--- config.mk ---
export PLATFORM = sky130hd
export DESIGN_NAME = id_alu_issue
export DESIGN_NICKNAME = d
export VERILOG_FILES = /design/src/rtl/id_alu_issue.sv
export SDC_FILE = /design/constraint.sdc
export NUM_CORES = 1
export LEC_CHECK = 0
export ABC_CLOCK_PERIOD_IN_PS = 5190
export CAP_MARGIN = 10
export CORE_ASPECT_RATIO = 1.1
export CORE_MARGIN = 2
export CORE_UTILIZATION = 40
export DETAILED_ROUTE_END_ITERATION = 6
export GPL_TIMING_DRIVEN = 0
export PLACE_DENSITY = 0.7
export SLEW_MARGIN = 15
export SYNTH_ARGS = -nofsm -noshare
export SYNTH_HDL_FRONTEND = slang
export SYNTH_SLANG_ARGS = --single-unit
--- constraint.sdc ---
create_clock -name i_clk -period 5.19 [get_ports i_clk]
set_clock_uncertainty 0.15 [all_clocks]
set_input_delay 0.519 -clock i_clk [delete_from_list [all_inputs] [get_ports i_clk]]
set_output_delay 0.519 -clock i_clk [all_outputs]
set_load 0.01 [all_outputs]
--- src/rtl/id_alu_issue.sv ---
// Decode-side issue stage. Decodes a MIPS R/I-type subset into ALU operands,
// function code and destination, and buffers the result in a 2-entry skid
// register with valid/ready handshakes on both sides.
module id_alu_issue #(
  parameter int unsigned NB_DATA = 32,
  parameter int unsigned NB_OP   = 6,
  parameter int unsigned NB_REG  = 5,
  parameter int unsigned NB_CNT  = 16
) (
  input  logic               i_clk,
  input  logic               i_reset,
  input  logic               i_valid,
  output logic               o_ready,
  input  logic [31:0]        i_instr,
  input  logic [NB_DATA-1:0] i_rs_data,
  input  logic [NB_DATA-1:0] i_rt_data,
  input  logic               i_flush,
  output logic               o_valid,
  input  logic               i_ex_ready,
  output logic [NB_DATA-1:0] o_data_1,
  output logic [NB_DATA-1:0] o_data_2,
  output logic [NB_OP-1:0]   o_code,
  output logic [NB_REG-1:0]  o_rd,
  output logic               o_reg_write,
  output logic               o_illegal,
  output logic [NB_CNT-1:0]  o_issue_count
);

  localparam logic [1:0] ST_EMPTY = 2'd0;
  localparam logic [1:0] ST_BUSY  = 2'd1;
  localparam logic [1:0] ST_FULL  = 2'd2;

  localparam logic [NB_OP-1:0] F_ADD = 6'b100000;
  localparam logic [NB_OP-1:0] F_SUB = 6'b100010;
  localparam logic [NB_OP-1:0] F_AND = 6'b100100;
  localparam logic [NB_OP-1:0] F_OR  = 6'b100101;
  localparam logic [NB_OP-1:0] F_XOR = 6'b100110;
  localparam logic [NB_OP-1:0] F_NOR = 6'b100111;
  localparam logic [NB_OP-1:0] F_SRL = 6'b000010;
  localparam logic [NB_OP-1:0] F_SRA = 6'b000011;

  // Packed op: {data_1, data_2, code, rd, reg_write, illegal}
  localparam int unsigned NB_ENTRY = 2 * NB_DATA + NB_OP + NB_REG + 2;

  logic [1:0]          r_state;
  logic [1:0]          w_state_next;
  logic [NB_ENTRY-1:0] r_main;
  logic [NB_ENTRY-1:0] r_skid;
  logic [NB_ENTRY-1:0] w_main_next;
  logic                w_load_main;
  logic                w_load_skid;
  logic [NB_CNT-1:0]   r_count;

  logic [NB_DATA-1:0]  w_d1;
  logic [NB_DATA-1:0]  w_d2;
  logic [NB_OP-1:0]    w_code;
  logic [NB_REG-1:0]   w_rd;
  logic                w_legal;
  logic                w_reg_write;
  logic [NB_ENTRY-1:0] w_dec;

  logic [5:0]          w_opcode;
  logic [NB_OP-1:0]    w_funct;
  logic [15:0]         w_imm;
  logic [NB_DATA-1:0]  w_shamt_zx;
  logic [NB_DATA-1:0]  w_rs_shamt_zx;
  logic                w_accept;
  logic                w_issue;
  logic                w_unused;

  assign w_opcode      = i_instr[31:26];
  assign w_funct       = i_instr[5:0];
  assign w_imm         = i_instr[15:0];
  assign w_shamt_zx    = {{(NB_DATA-5){1'b0}}, i_instr[10:6]};
  assign w_rs_shamt_zx = {{(NB_DATA-5){1'b0}}, i_rs_data[4:0]};
  // rs field is not needed: its value arrives on i_rs_data
  assign w_unused      = ^i_instr[25:21];

  assign o_ready  = (r_state != ST_FULL);
  assign o_valid  = (r_state != ST_EMPTY);
  assign w_accept = i_valid & o_ready;
  assign w_issue  = o_valid & i_ex_ready;

  // Combinational decode of the incoming instruction
  always_comb begin
    w_d1    = '0;
    w_d2    = '0;
    w_code  = '0;
    w_rd    = '0;
    w_legal = 1'b0;
    if (w_opcode == 6'b000000) begin
      w_rd    = i_instr[15:11];
      w_legal = 1'b1;
      case (w_funct)
        F_ADD, F_SUB, F_AND, F_OR, F_XOR, F_NOR: begin
          w_d1 = i_rs_data; w_d2 = i_rt_data; w_code = w_funct;
        end
        F_SRL, F_SRA: begin
          w_d1 = i_rt_data; w_d2 = w_shamt_zx; w_code = w_funct;
        end
        6'b000110: begin
          w_d1 = i_rt_data; w_d2 = w_rs_shamt_zx; w_code = F_SRL;
        end
        6'b000111: begin
          w_d1 = i_rt_data; w_d2 = w_rs_shamt_zx; w_code = F_SRA;
        end
        default: begin
          w_legal = 1'b0; w_rd = '0;
        end
      endcase
    end else begin
      w_rd    = i_instr[20:16];
      w_legal = 1'b1;
      w_d1    = i_rs_data;
      case (w_opcode)
        6'b001000: begin w_code = F_ADD; w_d2 = {{(NB_DATA-16){w_imm[15]}}, w_imm}; end
        6'b001100: begin w_code = F_AND; w_d2 = {{(NB_DATA-16){1'b0}}, w_imm}; end
        6'b001101: begin w_code = F_OR;  w_d2 = {{(NB_DATA-16){1'b0}}, w_imm}; end
        6'b001110: begin w_code = F_XOR; w_d2 = {{(NB_DATA-16){1'b0}}, w_imm}; end
        6'b001111: begin w_code = F_OR;  w_d1 = '0; w_d2 = {w_imm, {(NB_DATA-16){1'b0}}}; end
        default: begin
          w_legal = 1'b0; w_rd = '0; w_d1 = '0;
        end
      endcase
    end
  end

  assign w_reg_write = w_legal & (w_rd != '0);
  assign w_dec       = {w_d1, w_d2, w_code, w_rd, w_reg_write, ~w_legal};

  // Next-state and register-load selection; flush overrides everything
  always_comb begin
    w_state_next = r_state;
    w_load_main  = 1'b0;
    w_load_skid  = 1'b0;
    w_main_next  = w_dec;
    if (i_flush) begin
      w_state_next = ST_EMPTY;
    end else begin
      case (r_state)
        ST_EMPTY: begin
          if (w_accept) begin
            w_state_next = ST_BUSY;
            w_load_main  = 1'b1;
          end
        end
        ST_BUSY: begin
          if (w_accept && w_issue) begin
            w_load_main = 1'b1;
          end else if (w_accept) begin
            w_state_next = ST_FULL;
            w_load_skid  = 1'b1;
          end else if (w_issue) begin
            w_state_next = ST_EMPTY;
          end
        end
        ST_FULL: begin
          if (w_issue) begin
            w_state_next = ST_BUSY;
            w_load_main  = 1'b1;
            w_main_next  = r_skid;
          end
        end
        default: w_state_next = ST_EMPTY;
      endcase
    end
  end

  // State, main and skid registers
  always_ff @(posedge i_clk or posedge i_reset) begin
    if (i_reset) begin
      r_state <= ST_EMPTY;
      r_main  <= '0;
      r_skid  <= '0;
    end else begin
      r_state <= w_state_next;
      if (w_load_main) r_main <= w_main_next;
      if (w_load_skid) r_skid <= w_dec;
    end
  end

  // Issue counter; an issue in a flush cycle still counts
  always_ff @(posedge i_clk or posedge i_reset) begin
    if (i_reset) begin
      r_count <= '0;
    end else if (w_issue) begin
      r_count <= r_count + 1'b1;
    end
  end

  assign {o_data_1, o_data_2, o_code, o_rd, o_reg_write, o_illegal} = r_main;
  assign o_issue_count = r_count;

endmodule

# Word-level counts from Yosys, hierarchy flattened
# Index checks and enable logic that the tools add are counted.
# Widths: inputs -> output; s select.
dict set report totals {
  n_memories 0
  mem_bits_rw 0
  input_bits 101
  out_inout_bits 95
  romBits 0
  regBits 172
  word_cells 80
  latch_bits 0
}
dict set report op_classes {
  div_mod_pow 0
  n_eq_ne 22
  muxes 33
  mul 0
  bitwise_logic 4
  add_sub_neg 1
  shifts 0
  reduce_logical 16
  magnitude_cmp 0
}
# cell n
set ops {}
lappend ops {{$mux 77} 3}
lappend ops {{$pmux 32 s3} 2}
lappend ops {{$mux 32} 3}
lappend ops {{$pmux 32 s2} 1}
lappend ops {{$eq 6x6->1 const B} 6}
lappend ops {{$eq 6x4->1 const B} 5}
lappend ops {{$pmux 6 s4} 1}
lappend ops {{$pmux 6 s3} 1}
lappend ops {{$add 16x1->16 const B} 1}
lappend ops {{$mux 5} 3}
lappend ops {{$eq 6x2->1 const B} 2}
lappend ops {{$eq 6x3->1 const B} 2}
lappend ops {{$mux 2} 6}
lappend ops {{$mux 1} 10}
lappend ops {{$reduce_or 10->1} 1}
lappend ops {{$ne 3x3->1 const B} 3}
lappend ops {{$reduce_or 4->1} 2}
lappend ops {{$reduce_or 8->1} 1}
lappend ops {{$logic_not 6->1} 1}
lappend ops {{$mux 6} 1}
lappend ops {{$pmux 2 s3} 1}
lappend ops {{$reduce_or 2->1} 3}
lappend ops {{$reduce_or 6->1} 1}
lappend ops {{$reduce_bool 5->1} 1}
lappend ops {{13 further kinds} 15}

# Longest topological paths before layout
# Gate-level depths: netlist of the first run.
dict set report depth {
  depth_word 9
  ltp_mapped 8
}

# Worst setup path after synthesis of the first run
# OpenSTA, ideal clock, no wires.
dict set report synth_timing {
  path_type {input -> register}
  startpoint {in i_instr[27]}
  endpoint {reg r_skid[0]}
  required_ns 4.915
  path_stages 6
  arrival_ns 2.064
  n_path_buf 1
  setup_time_ns 0.125
  slack_ns 2.852
  path_cell_list {or3_4 > or4_4 > a211oi_4 > buf_6 > nor2_1 > mux2_2}
}
dict set report synth_between {
  elab_chain_cells 5
}
# item line_no
set synth_lines {}
lappend synth_lines {{start: declaration} 14} ;# input logic [31:0] i_instr,
lappend synth_lines {{$eq 6x4->1} 115} ;# case (w_opcode)
lappend synth_lines {{$reduce_or 5->1 (no source line)} n/a}
lappend synth_lines {{$mux 1} 115}
lappend synth_lines {{$mux 1 (*)} 91} ;# if (w_opcode == 6'b000000) begin
lappend synth_lines {{$not 1->1 (*)} 129} ;# assign w_dec = {w_d1, w_d2, w_code, w_rd, w_reg_write, ~w_legal};
lappend synth_lines {{end signal: assignment} 178} ;# if (w_load_skid) r_skid <= w_dec;
lappend synth_lines {{end: declaration} 48} ;# logic [NB_ENTRY-1:0] r_skid;
# Every way passes the cells marked *; elsewhere a longest branch is shown, timed or not.
# A chain may end at the register's enable or synchronous reset.

# Worst setup path after layout of the first run
dict set report layout_timing {
  startpoint {in i_valid}
  endpoint {reg r_skid[2]}
}
dict set report layout_between {
  elab_chain_cells 5
}
# item line_no
set layout_lines {}
lappend layout_lines {{start: declaration} 12} ;# input logic i_valid,
lappend layout_lines {{$and 1x1->1 (*)} 81} ;# assign w_accept = i_valid & o_ready;
lappend layout_lines {{$mux 1 / $logic_and 1x1->1 (equally long branches)} {150, 148}}
lappend layout_lines {{$mux 1 (*)} 148} ;# if (w_accept && w_issue) begin
lappend layout_lines {{$mux 1 (*)} 140} ;# case (r_state)
lappend layout_lines {{$mux 1 (*)} 137} ;# if (i_flush) begin
# Marked as above.

==> run summary, run 1 <==
CP arrival - 3.31 ns
Initial Util - 0.4074
Max-cap violations - 0
Final Non-Filler Cells - 1217
I/O Buffers - 187
CP startpoint kind - primary input
Max VDD drop - 239.6 uV
CTS Hold Bufs - 0
Layout area overhead - 38.68%
Fin nets - 1062
Core outline area - 18410 um^2
Synth Flop Type - dfrtp_1
Synth unique cells - 46
DRC - 0
Setup Buffers After CTS - 0
Largest net degree at the start of global routing - 36
Synthesized cell area - 7501 um^2
Fin crit period - 3.115 ns
Max_slew headroom - 0.3251
First DRT Iteration DRCs - 633
Clock Tree Buf Depth - 2
Post-synth EDFFs - 0
Layout cells sized above 1 - 0.05858
Fin util - 0.5650
Initial antenna violation count - 1
Syn_area_per_cell - 10.01 um^2
Max-slew violations - 0
Antenna Violating Nets Remaining - 0
Cell depth of the worst flop-to-flop path - 6
Worst-margin pin slew - 1.012 ns
Asr flop ratio synth - 1.000
Design Area, Final - 10400 um^2
Number of global-route vias before repair - 6869
Min-Delay Path Class - primary input to flip-flop
Total grt overflow - 0
Placed Cells - 1184
GRT Resource Usage Total - 0.2524
Fin crit share - 0.6001
P per Cell Area - 364.0 nW/um^2
Leakage power - 4.061 nW
Die height - 147.6 um
Die area - 19870 um^2
Io pins - 196
Clk sinks - 172
Post-cts sizing count - 0
Syn nets - 851
Fin. Hold Viols - 0
Later-pin clock latency in the skew report - 0.43 ns
H-tree level count - 4
Routed WL per cell - 20.38 um
Worst Path Required - 5.39 ns
Setup-failing EPs final - 0
Hold Path Depth - 2
Setup CP Type - primary input to flip-flop
Synth Register Bits - 172
Clock-pin transition on the worst setup and hold timing paths - 0.06 ns
Post-DP HPWL - 18580 um
CTS tree - yes
Vias per std cell - 5.747
Post-synthesis sequential area ratio - 0.5738
Placement Cell Area - 9786 um^2
DR pass1 iterations - 6
Root Buffer Master - clkbuf_16
RSZ-0062 raised after global routing - no
Critical Path Fanout Max - 10
Hold_ws - 0.2764 ns
YS warnings - 0
Final wirelength - 24800 um
GPL Wtd Cong - 0.8957
First-pass GRT wire length - 38290 um
Die Span X - 134.6 um
Rows - 52
Status - completed
Vias - 6994
Post-synthesis cell count - 749
TNS Setup - 0 ns
CTS buffer count - 17
FMAX - 321.1 MHz
CP endpoint kind - flip-flop
==> logic make-up (layout without fill, tap and decap cells) <==
family	count (synthesis)	count (layout)	synth area share
buffers and inverters	59	283	0.03219
adders and majority gates	1	1	0.001668
muxes	7	7	0.009675
AOI/OAI and AO/OA	286	286	0.2442
other	0	1	0
DFF	172	172	0.5738
and+or+nand+nor	209	209	0.1209
xor gates and xnor gates	15	15	0.01751
==> sequential cells by signal, summed over array words and instances (netlist names) <==
register / cells
o_issue_count: 16
r_main: 77
r_skid: 77
r_state: 2
==> report_power, final <==
group | leakage [nW] | total (mW) | internal (mW) | switching, mW
Sequential | 2.17 | 1.75 | 1.59 | 0.161
Combinational | 1.60 | 0.705 | 0.375 | 0.330
Clock | 0.294 | 1.33 | 0.798 | 0.529
==> cell usage in the layout, fill, tap and decap left out, drive strengths merged, types with 3 or more instances in the layout <==
cell	n
a31oi	64
bufinv	3
nor2b	6
clkinv	4
clkinvlp	3
o2bb2ai	5
mux2i	5
clkbuf	68
nand3	6
xor2	4
buf	16
o22ai	32
nor3b	3
nand2	76
nor2	92
xnor2	11
a211oi	4
clkdlybuf4s50	187
nor3	5
nand4	5
a221oi	15
a21oi	52
dfrtp	172
nand3b	3
a22oi	62
o21ai	45
==> synthesized netlist by cell type, drive strengths merged (2+ instances only) <==
cell     instances  share of area
dfrtp          172           0.57
nor2            92          0.046
nand2           76          0.038
a31oi           64          0.053
a22oi           62          0.062
a21oi           52          0.035
clkbuf          45          0.023
o21ai           45          0.030
o22ai           32          0.027
a221oi          15          0.018
buf             11         0.0082
xnor2           11          0.013
nand3            6         0.0040
nor2b            6         0.0050
mux2i            5         0.0067
nand4            5         0.0042
nor3             5         0.0033
o2bb2ai          5         0.0058
a211oi           4         0.0063
xor2             4         0.0047
inv              3         0.0015
nand3b           3         0.0030
nor3b            3         0.0030
a21o             2         0.0020
a22o             2         0.0023
and2             2         0.0017
mux2             2         0.0030
nand2b           2         0.0017
or3              2         0.0023
==> critical path, stage by stage <==
cell and delay (ns):
clkdlybuf4s50_1 0.50, nor2b_1 0.29, nor3b_2 0.67, clkbuf_1 0.55, clkbuf_1 0.54, nor2_1 0.08, a21oi_1 0.15
==> layer usage <==
metal / GRT usage / part of all wire / vias to the layer above
met2: 0.3916 / 0.47 / 323
met4: 0.1000 / 0.032 / 0
met3: 0.05178 / 0.075 / 44
li1: - / - / 3191
met1: 0.3485 / 0.42 / 3436
met5: 0 / 0 / -
==> cell type report <==
class	instances	area (um^2)
plain buffers	56	230.2
diodes	1	2.502
well taps	243	304.0
inverters	3	15.01
clock buffers	23	478.0
clock inverters	9	136.4
fillers	1600	8010
repair buffers	192	1972
flip-flops and latches	172	4304
multi-input cells	518	2960
==> worst paths after layout <==
check / startpoint / endpoint / slack, ns
setup reg to reg: r_state[1] / r_skid[2] / 2.23
setup / recovery: i_valid / r_skid[2] / 2.08
min in group asynchronous: i_reset / r_skid[68] / 0.34
hold reg to reg: o_issue_count[15] / o_issue_count[15] / 0.33
hold / removal: i_flush / r_state[0] / 0.28
max in group asynchronous: i_reset / r_main[23] / 3.80
==> through the flow <==
stage	worst slack, ns	power, mW
2_1_floorplan	2.324	2.091
3_3_place_gp	0.8804	2.448
3_5_place_dp	1.648	2.480
4_1_cts	2.121	3.799
5_1_grt	1.916	3.960
6_report	2.075	3.786
Power figures use the tool's default switching activity.
==> run 2, diff against run 1 <==
--- a/config.mk
+++ b/config.mk
@@ -5,7 +5,7 @@
 export SDC_FILE = /design/constraint.sdc
 export NUM_CORES = 1
 export LEC_CHECK = 0
-export ABC_CLOCK_PERIOD_IN_PS = 5190
+export ABC_CLOCK_PERIOD_IN_PS = 2800
 export CAP_MARGIN = 10
 export CORE_ASPECT_RATIO = 1.1
 export CORE_MARGIN = 2
==> constraint.sdc (replaced) <==
create_clock -name i_clk -period 2.8 [get_ports i_clk]
set_clock_uncertainty 0.15 [all_clocks]
set_input_delay 0.28 -clock i_clk [delete_from_list [all_inputs] [get_ports i_clk]]
set_output_delay 0.28 -clock i_clk [all_outputs]
set_load 0.01 [all_outputs]
==> run summary, run 2 (synthesized netlist as in run 1, its figures left out) <==
Final wirelength - 24780 um (was 24800 um)
DRC - 0 (unchanged)
Most frequent cells in the layout - clkdlybuf4s50_1 (187), dfrtp_1 (172), nor2_1 (91) (unchanged)
Setup Buffers After CTS - 0 (unchanged)
Largest net degree at the start of global routing - 36 (unchanged)
P per Cell Area - 674.3 nW/um^2 (was 364.0 nW/um^2)
Layout area overhead - 38.92% (was 38.68%)
I/O Buffers - 187 (unchanged)
Area of the multi-input gates - 2970 um^2 (was 2960 um^2)
Final Non-Filler Cells - 1217 (unchanged)
Vias per std cell - 5.775 (was 5.747)
Clock Tree Buf Depth - 2 (unchanged)
Worst Setup Slack post-DPL - -0.5029 ns (was 1.648 ns)
Initial Util - 0.4074 (unchanged)
Max VDD drop - 444.4 uV (was 239.6 uV)
Max_slew headroom - 0.5265 (was 0.3251)
Vias - 7028 (was 6994)
DR pass1 iterations - 6 (unchanged)
Die Span X - 134.6 um (unchanged)
Setup slack after layout - 0.1763 ns (was 2.075 ns)
Min-Delay Path Class - primary input to flip-flop (unchanged)
Later-pin clock latency in the skew report - 0.43 ns (about the same)
Routed WL per cell - 20.36 um (was 20.38 um)
FMAX - 381.1 MHz
Fin crit period - 2.624 ns
Fin. Hold Viols - 0 (unchanged)
First-pass GRT wire length - 38330 um (was 38290 um)
Rows - 52 (unchanged)
Core outline area - 18410 um^2 (unchanged)
Max-cap violations - 0 (unchanged)
First DRT Iteration DRCs - 626 (was 633)
Critical Path Fanout Max - 10 (unchanged)
Setup CP Type - flip-flop to flip-flop (was primary input to flip-flop)
FF+latch area - 4304 um^2 (unchanged)
TNS Setup - 0 ns (unchanged)
Number of global-route vias before repair - 6876 (was 6869)
Filler cell count - 1595 (was 1600)
Hold_ws - 0.07529 ns (was 0.2764 ns)
CP endpoint kind - flip-flop (unchanged)
GRT Resource Usage Total - 0.2527 (was 0.2524)
GPL Wtd Cong - 0.8957 (unchanged)
Status - completed (unchanged)
Total grt overflow - 0 (unchanged)
Clk sinks - 172 (unchanged)
Antenna Violating Nets Remaining - 0 (unchanged)
CP arrival - 2.74 ns (was 3.31 ns)
Die height - 147.6 um (unchanged)
RSZ-0062 raised after global routing - no (unchanged)
Die area - 19870 um^2 (unchanged)
Post-DP HPWL - 18580 um (unchanged)
Worst-margin pin slew - 0.7077 ns (was 1.012 ns)
CP startpoint kind - flip-flop (was primary input)
R2R setup slack - 0.18 ns (was 2.23 ns)
Worst Path Required - 2.92 ns (was 5.39 ns)
Layout cells sized above 1 - 0.06578 (was 0.05858)
Placed Cells - 1184 (unchanged)
Fin nets - 1062 (unchanged)
Clock-pin transition on the worst setup and hold timing paths - 0.06 ns (about the same)
Max-slew violations - 0 (unchanged)
Fin util - 0.5659 (was 0.5650)
Root Buffer Master - clkbuf_16 (unchanged)
Leakage power - 4.086 nW (was 4.061 nW)
H-tree level count - 4 (unchanged)
Placement Cell Area - 9786 um^2 (unchanged)
Commonest non-fill, non-tap cell in the layout - clkdlybuf4s50_1 (unchanged)
CTS Hold Bufs - 0 (unchanged)
Io pins - 196 (unchanged)
Tot Pwr - 7.026 mW (was 3.786 mW)
Initial antenna violation count - 1 (unchanged)
Fin crit share - 0.9370
Design Area, Final - 10420 um^2 (was 10400 um^2)
Setup-failing EPs final - 0 (unchanged)
CTS buffer count - 17 (unchanged)
CTS tree - yes (unchanged)
==> run 2: report_power, final <==
part | switching (mW) | internal, mW
sequential | 0.301 | 2.95
clock | 0.986 | 1.48
combinational | 0.610 | 0.697
==> run 2: path summary, 6_finish.rpt <==
path,start,end,cells after the start
worst max-delay path,r_state[1],r_skid[58],5
max in group asynchronous,i_reset,r_main[16],4
worst min register to register,o_issue_count[15],o_issue_count[15],1
worst max register to register,r_state[1],r_skid[58],5
worst min-delay path,i_flush,r_state[0],2
min in group asynchronous,i_reset,r_skid[68],2
==> run 2: worst max-delay path, stage by stage (launching register included) <==
cell      delay (ns)
dfrtp_1         0.45
nor2b_1         0.32
nor3b_4         0.54
clkbuf_2        0.38
clkbuf_1        0.44
a31oi_1         0.18
==> run 2: final cells by class <==
cell class | instances | share of cell area
repair buffers | 192 | 0.1892
inverters | 3 | 0.001441
well taps | 243 | 0.02918
clock inverters | 9 | 0.01309
multi-input cells | 518 | 0.2851
flip-flops and latches | 172 | 0.4131
diodes | 1 | 0.0002402
plain buffers | 56 | 0.02281
clock buffers | 23 | 0.04587
==> run 2: what timing repair did <==
action	CTS	global route
cloned	0	0
resized for setup	1	13
endpoints found under the setup margin	39	143
==> run 2: per-layer routing <==
metal	global-route usage	vias to the layer above	wire, um
met4	0.1000	0	931
met2	0.3923	332	11460
met5	0	-	0
li1	-	3192	-
met1	0.3487	3452	10440
met3	0.05178	52	1953
==> run 3, diff against run 2 <==
--- a/config.mk
+++ b/config.mk
@@ -5,6 +5,7 @@
 export SDC_FILE = /design/constraint.sdc
 export NUM_CORES = 1
 export LEC_CHECK = 0
+export ABC_AREA = 1
 export ABC_CLOCK_PERIOD_IN_PS = 2800
 export CAP_MARGIN = 10
 export CORE_ASPECT_RATIO = 1.1
@@ -12,7 +13,7 @@
 export CORE_UTILIZATION = 40
 export DETAILED_ROUTE_END_ITERATION = 6
 export GPL_TIMING_DRIVEN = 0
-export PLACE_DENSITY = 0.7
+export PLACE_DENSITY = 0.69
 export SLEW_MARGIN = 15
 export SYNTH_ARGS = -nofsm -noshare
 export SYNTH_HDL_FRONTEND = slang
==> run summary, run 3 <==
Status - completed (unchanged)
GPL Wtd Cong - 0.9360 (was 0.8957)
DRC - 0 (unchanged)
Post-synthesis cell count - 1126 (was 749)
First-pass GRT wire length - 43070 um (was 38330 um)
CTS Hold Bufs - 0 (unchanged)
Worst r2r src - r_state[0] (was r_state[1])
Die area - 22390 um^2 (was 19870 um^2)
Later-pin clock latency in the skew report - 0.44 ns (was 0.43 ns)
Largest net degree at the start of global routing - 37 (was 36)
Fin crit share - 0.9275 (was 0.9370)
Total grt overflow - 0 (unchanged)
Leakage power - 5.667 nW (was 4.086 nW)
Critical Path Fanout Max - 10 (unchanged)
Worst path max stage delay - 0.53 ns (was 0.54 ns)
DR pass1 iterations - 6 (unchanged)
Synth unique cells - 32 (was 46)
Clk sinks - 172 (unchanged)
Fin util - 0.5525 (was 0.5659)
Post-DP HPWL - 21100 um (was 18580 um)
GRT Resource Usage Total - 0.2535 (was 0.2527)
Critical path startpoint - r_state[0] (was r_state[1])
Most frequent cells in the layout - nand2_1 (422), clkdlybuf4s50_1 (190), dfrtp_1 (172) (was clkdlybuf4s50_1 (187), dfrtp_1 (172), nor2_1 (91))
FMAX - 385.1 MHz (was 381.1 MHz)
Synth Register Bits - 172 (unchanged)
Io pins - 196 (unchanged)
Setup-failing EPs final - 0 (unchanged)
Max_slew headroom - 0.4333 (was 0.5265)
YS warnings - 0 (unchanged)
CTS buffer count - 17 (unchanged)
Rows - 55 (was 52)
Die height - 156.8 um (was 147.6 um)
Area leader, netlist - dfrtp_1 (unchanged)
Post-synth top area share - 0.5073 (was 0.5738)
Top-count cell post-synth - nand2_1 (was dfrtp_1)
Syn_area_per_cell - 7.535 um^2 (was 10.01 um^2)
Filler cell count - 1926 (was 1595)
CP dominant cell by count - nand2_1
Worst Path Required - 3.02 ns (was 2.92 ns)
P per Cell Area - 604.2 nW/um^2 (was 674.3 nW/um^2)
Tot Pwr - 6.915 mW (was 7.026 mW)
Fin crit period - 2.597 ns (was 2.624 ns)
Max-cap violations - 0 (unchanged)
Routed WL per cell - 16.96 um (was 20.36 um)
Asr flop ratio synth - 1.000 (unchanged)
Synth Flop Type - dfrtp_1 (unchanged)
Root Buffer Master - clkbuf_16 (unchanged)
Number of global-route vias before repair - 7915 (was 6876)
Die Span X - 142.9 um (was 134.6 um)
Final Non-Filler Cells - 1641 (was 1217)
Area of the multi-input gates - 3511 um^2 (was 2970 um^2)
Worst-margin pin slew - 0.8450 ns (was 0.7077 ns)
Core outline area - 20710 um^2 (was 18410 um^2)
Setup CP Type - flip-flop to flip-flop (unchanged)
Commonest non-fill, non-tap cell in the layout - nand2_1 (was clkdlybuf4s50_1)
FF+latch area - 4304 um^2 (unchanged)
Fin. Hold Viols - 0 (unchanged)
RSZ-0062 raised after global routing - no (unchanged)
Min-Delay Path Class - primary input to async pin (was primary input to flip-flop)
Setup Buffers After CTS - 0 (unchanged)
Max-slew violations - 0 (unchanged)
Vias per std cell - 5.015 (was 5.775)
Final wirelength - 27830 um (was 24780 um)
Post-cts sizing count - 0 (was 1)
Antenna Violating Nets Remaining - 0 (unchanged)
Layout cells sized above 1 - 0.06578 (about the same)
Post-synth EDFFs - 0 (unchanged)
Syn nets - 1228 (was 851)
Post-synthesis sequential area ratio - 0.5073 (was 0.5738)
Max VDD drop - 389.5 uV (was 444.4 uV)
Clock-pin transition on the worst setup and hold timing paths - 0.07 ns (was 0.06 ns)
Vias - 8229 (was 7028)
CP arrival - 2.82 ns (was 2.74 ns)
Setup slack after layout - 0.2031 ns (was 0.1763 ns)
Post-synth top cells - nand2_1 (422), dfrtp_1 (172), o21ai_0 (110) (was dfrtp_1 (172), nor2_1 (91), nand2_1 (76))
R2R setup slack - 0.20 ns (was 0.18 ns)
Initial antenna violation count - 4 (was 1)
Initial Util - 0.4096 (was 0.4074)
Worst Setup Slack post-DPL - -0.07917 ns (was -0.5029 ns)
H-tree level count - 4 (unchanged)
Layout area overhead - 34.89% (was 38.92%)
Fin nets - 1442 (was 1062)
Critical path cell sequence - nor2_1 > inv_1 > nor2_2 > clkinv_1 > clkbuf_1 > nand3_1 > nand2_1 > nand2_1 (was nor2b_1 > nor3b_4 > clkbuf_2 > clkbuf_1 > a31oi_1)
CP endpoint kind - flip-flop (unchanged)
Placed Cells - 1606 (was 1184)
Top post-synthesis cells by area - dfrtp_1 (51%), nand2_1 (19%), o21ai_0 (6.5%) (was dfrtp_1 (57%), a22oi_1 (6.2%), a31oi_1 (5.3%))
Clock Tree Buf Depth - 2 (unchanged)
CTS tree - yes (unchanged)
Synthesized cell area - 8484 um^2 (was 7501 um^2)
I/O Buffers - 190 (was 187)
First DRT Iteration DRCs - 932 (was 626)
Slowest stage cell on the critical path - nor2_2 (was nor3b_4)
CP startpoint kind - flip-flop (unchanged)
run 3: logic make-up (layout without fill, tap and decap cells):
kind of cell | count (synthesis) | after routing | synth area share
and+or+nand+nor | 565 | 565 | 0.2652
AOI/OAI and AO/OA | 217 | 217 | 0.1327
DFF | 172 | 172 | 0.5073
buffers and inverters | 157 | 384 | 0.07890
xor gates and xnor gates | 14 | 14 | 0.01445
adders and majority gates | 1 | 1 | 0.001474
other | 0 | 3 | 0
run 3: metal layers:
metal | vias to the layer above | routed length [um] | part of all wire | global-route usage
li1 | 4002 | - | - | -
met1 | 3848 | 12260 | 0.44 | 0.3450
met2 | 316 | 12770 | 0.46 | 0.3988
met5 | - | 13 | 0.00047 | 0
met3 | 61 | 1814 | 0.065 | 0.04590
met4 | 2 | 971 | 0.035 | 0.1070
run 3: through the flow:
| stage | hold WS (ns) | setup TNS, ns | instance area, um^2 |
|---|---|---|---|
| 3_5_place_dp | 0.3137 | -0.7602 | 10850 |
| 4_1_cts | 0.01996 | 0 | 11440 |
| 3_3_place_gp | 0.3150 | -224.25 | 10750 |
| 5_1_grt | 0.04121 | 0 | 11440 |
| 2_1_floorplan | 0.2963 | 0 | 8488 |
| 6_report | 0.01636 | 0 | 11440 |
run 3: path summary, 6_finish.rpt:
| kind | to | depth (start not counted) |
|---|---|---|
| max | r_main[67] | 8 |
| min | o_issue_count[13] | 2 |
| max reg2reg | r_main[67] | 8 |
| min reg2reg | r_main[71] | 2 |
| max in group asynchronous | r_skid[22] | 5 |
| min in group i_clk | r_skid[57] | 3 |
run 3: layout make-up:
type                       instances  area share
inverter                          96     0.03181
clock buffer                      18     0.03837
antenna                            3   0.0006560
tap                              285     0.03116
buffer                            61     0.02700
timing repair buffer             195      0.1749
multi-input combinational        797      0.3068
clock inverter                    14     0.01323
sequential                       172      0.3761
run 3: report_power, final:
group / switching, mW / internal, mW
Combinational: 0.751 / 0.654
Sequential: 0.206 / 2.90
Clock: 1.12 / 1.29
run 3: critical path, delay by kind of cell (launching register included):
family,cells,cell delay (ns)
buffers and inverters,3,0.94
flip-flops,1,0.42
AND/OR/NAND/NOR,5,1.02
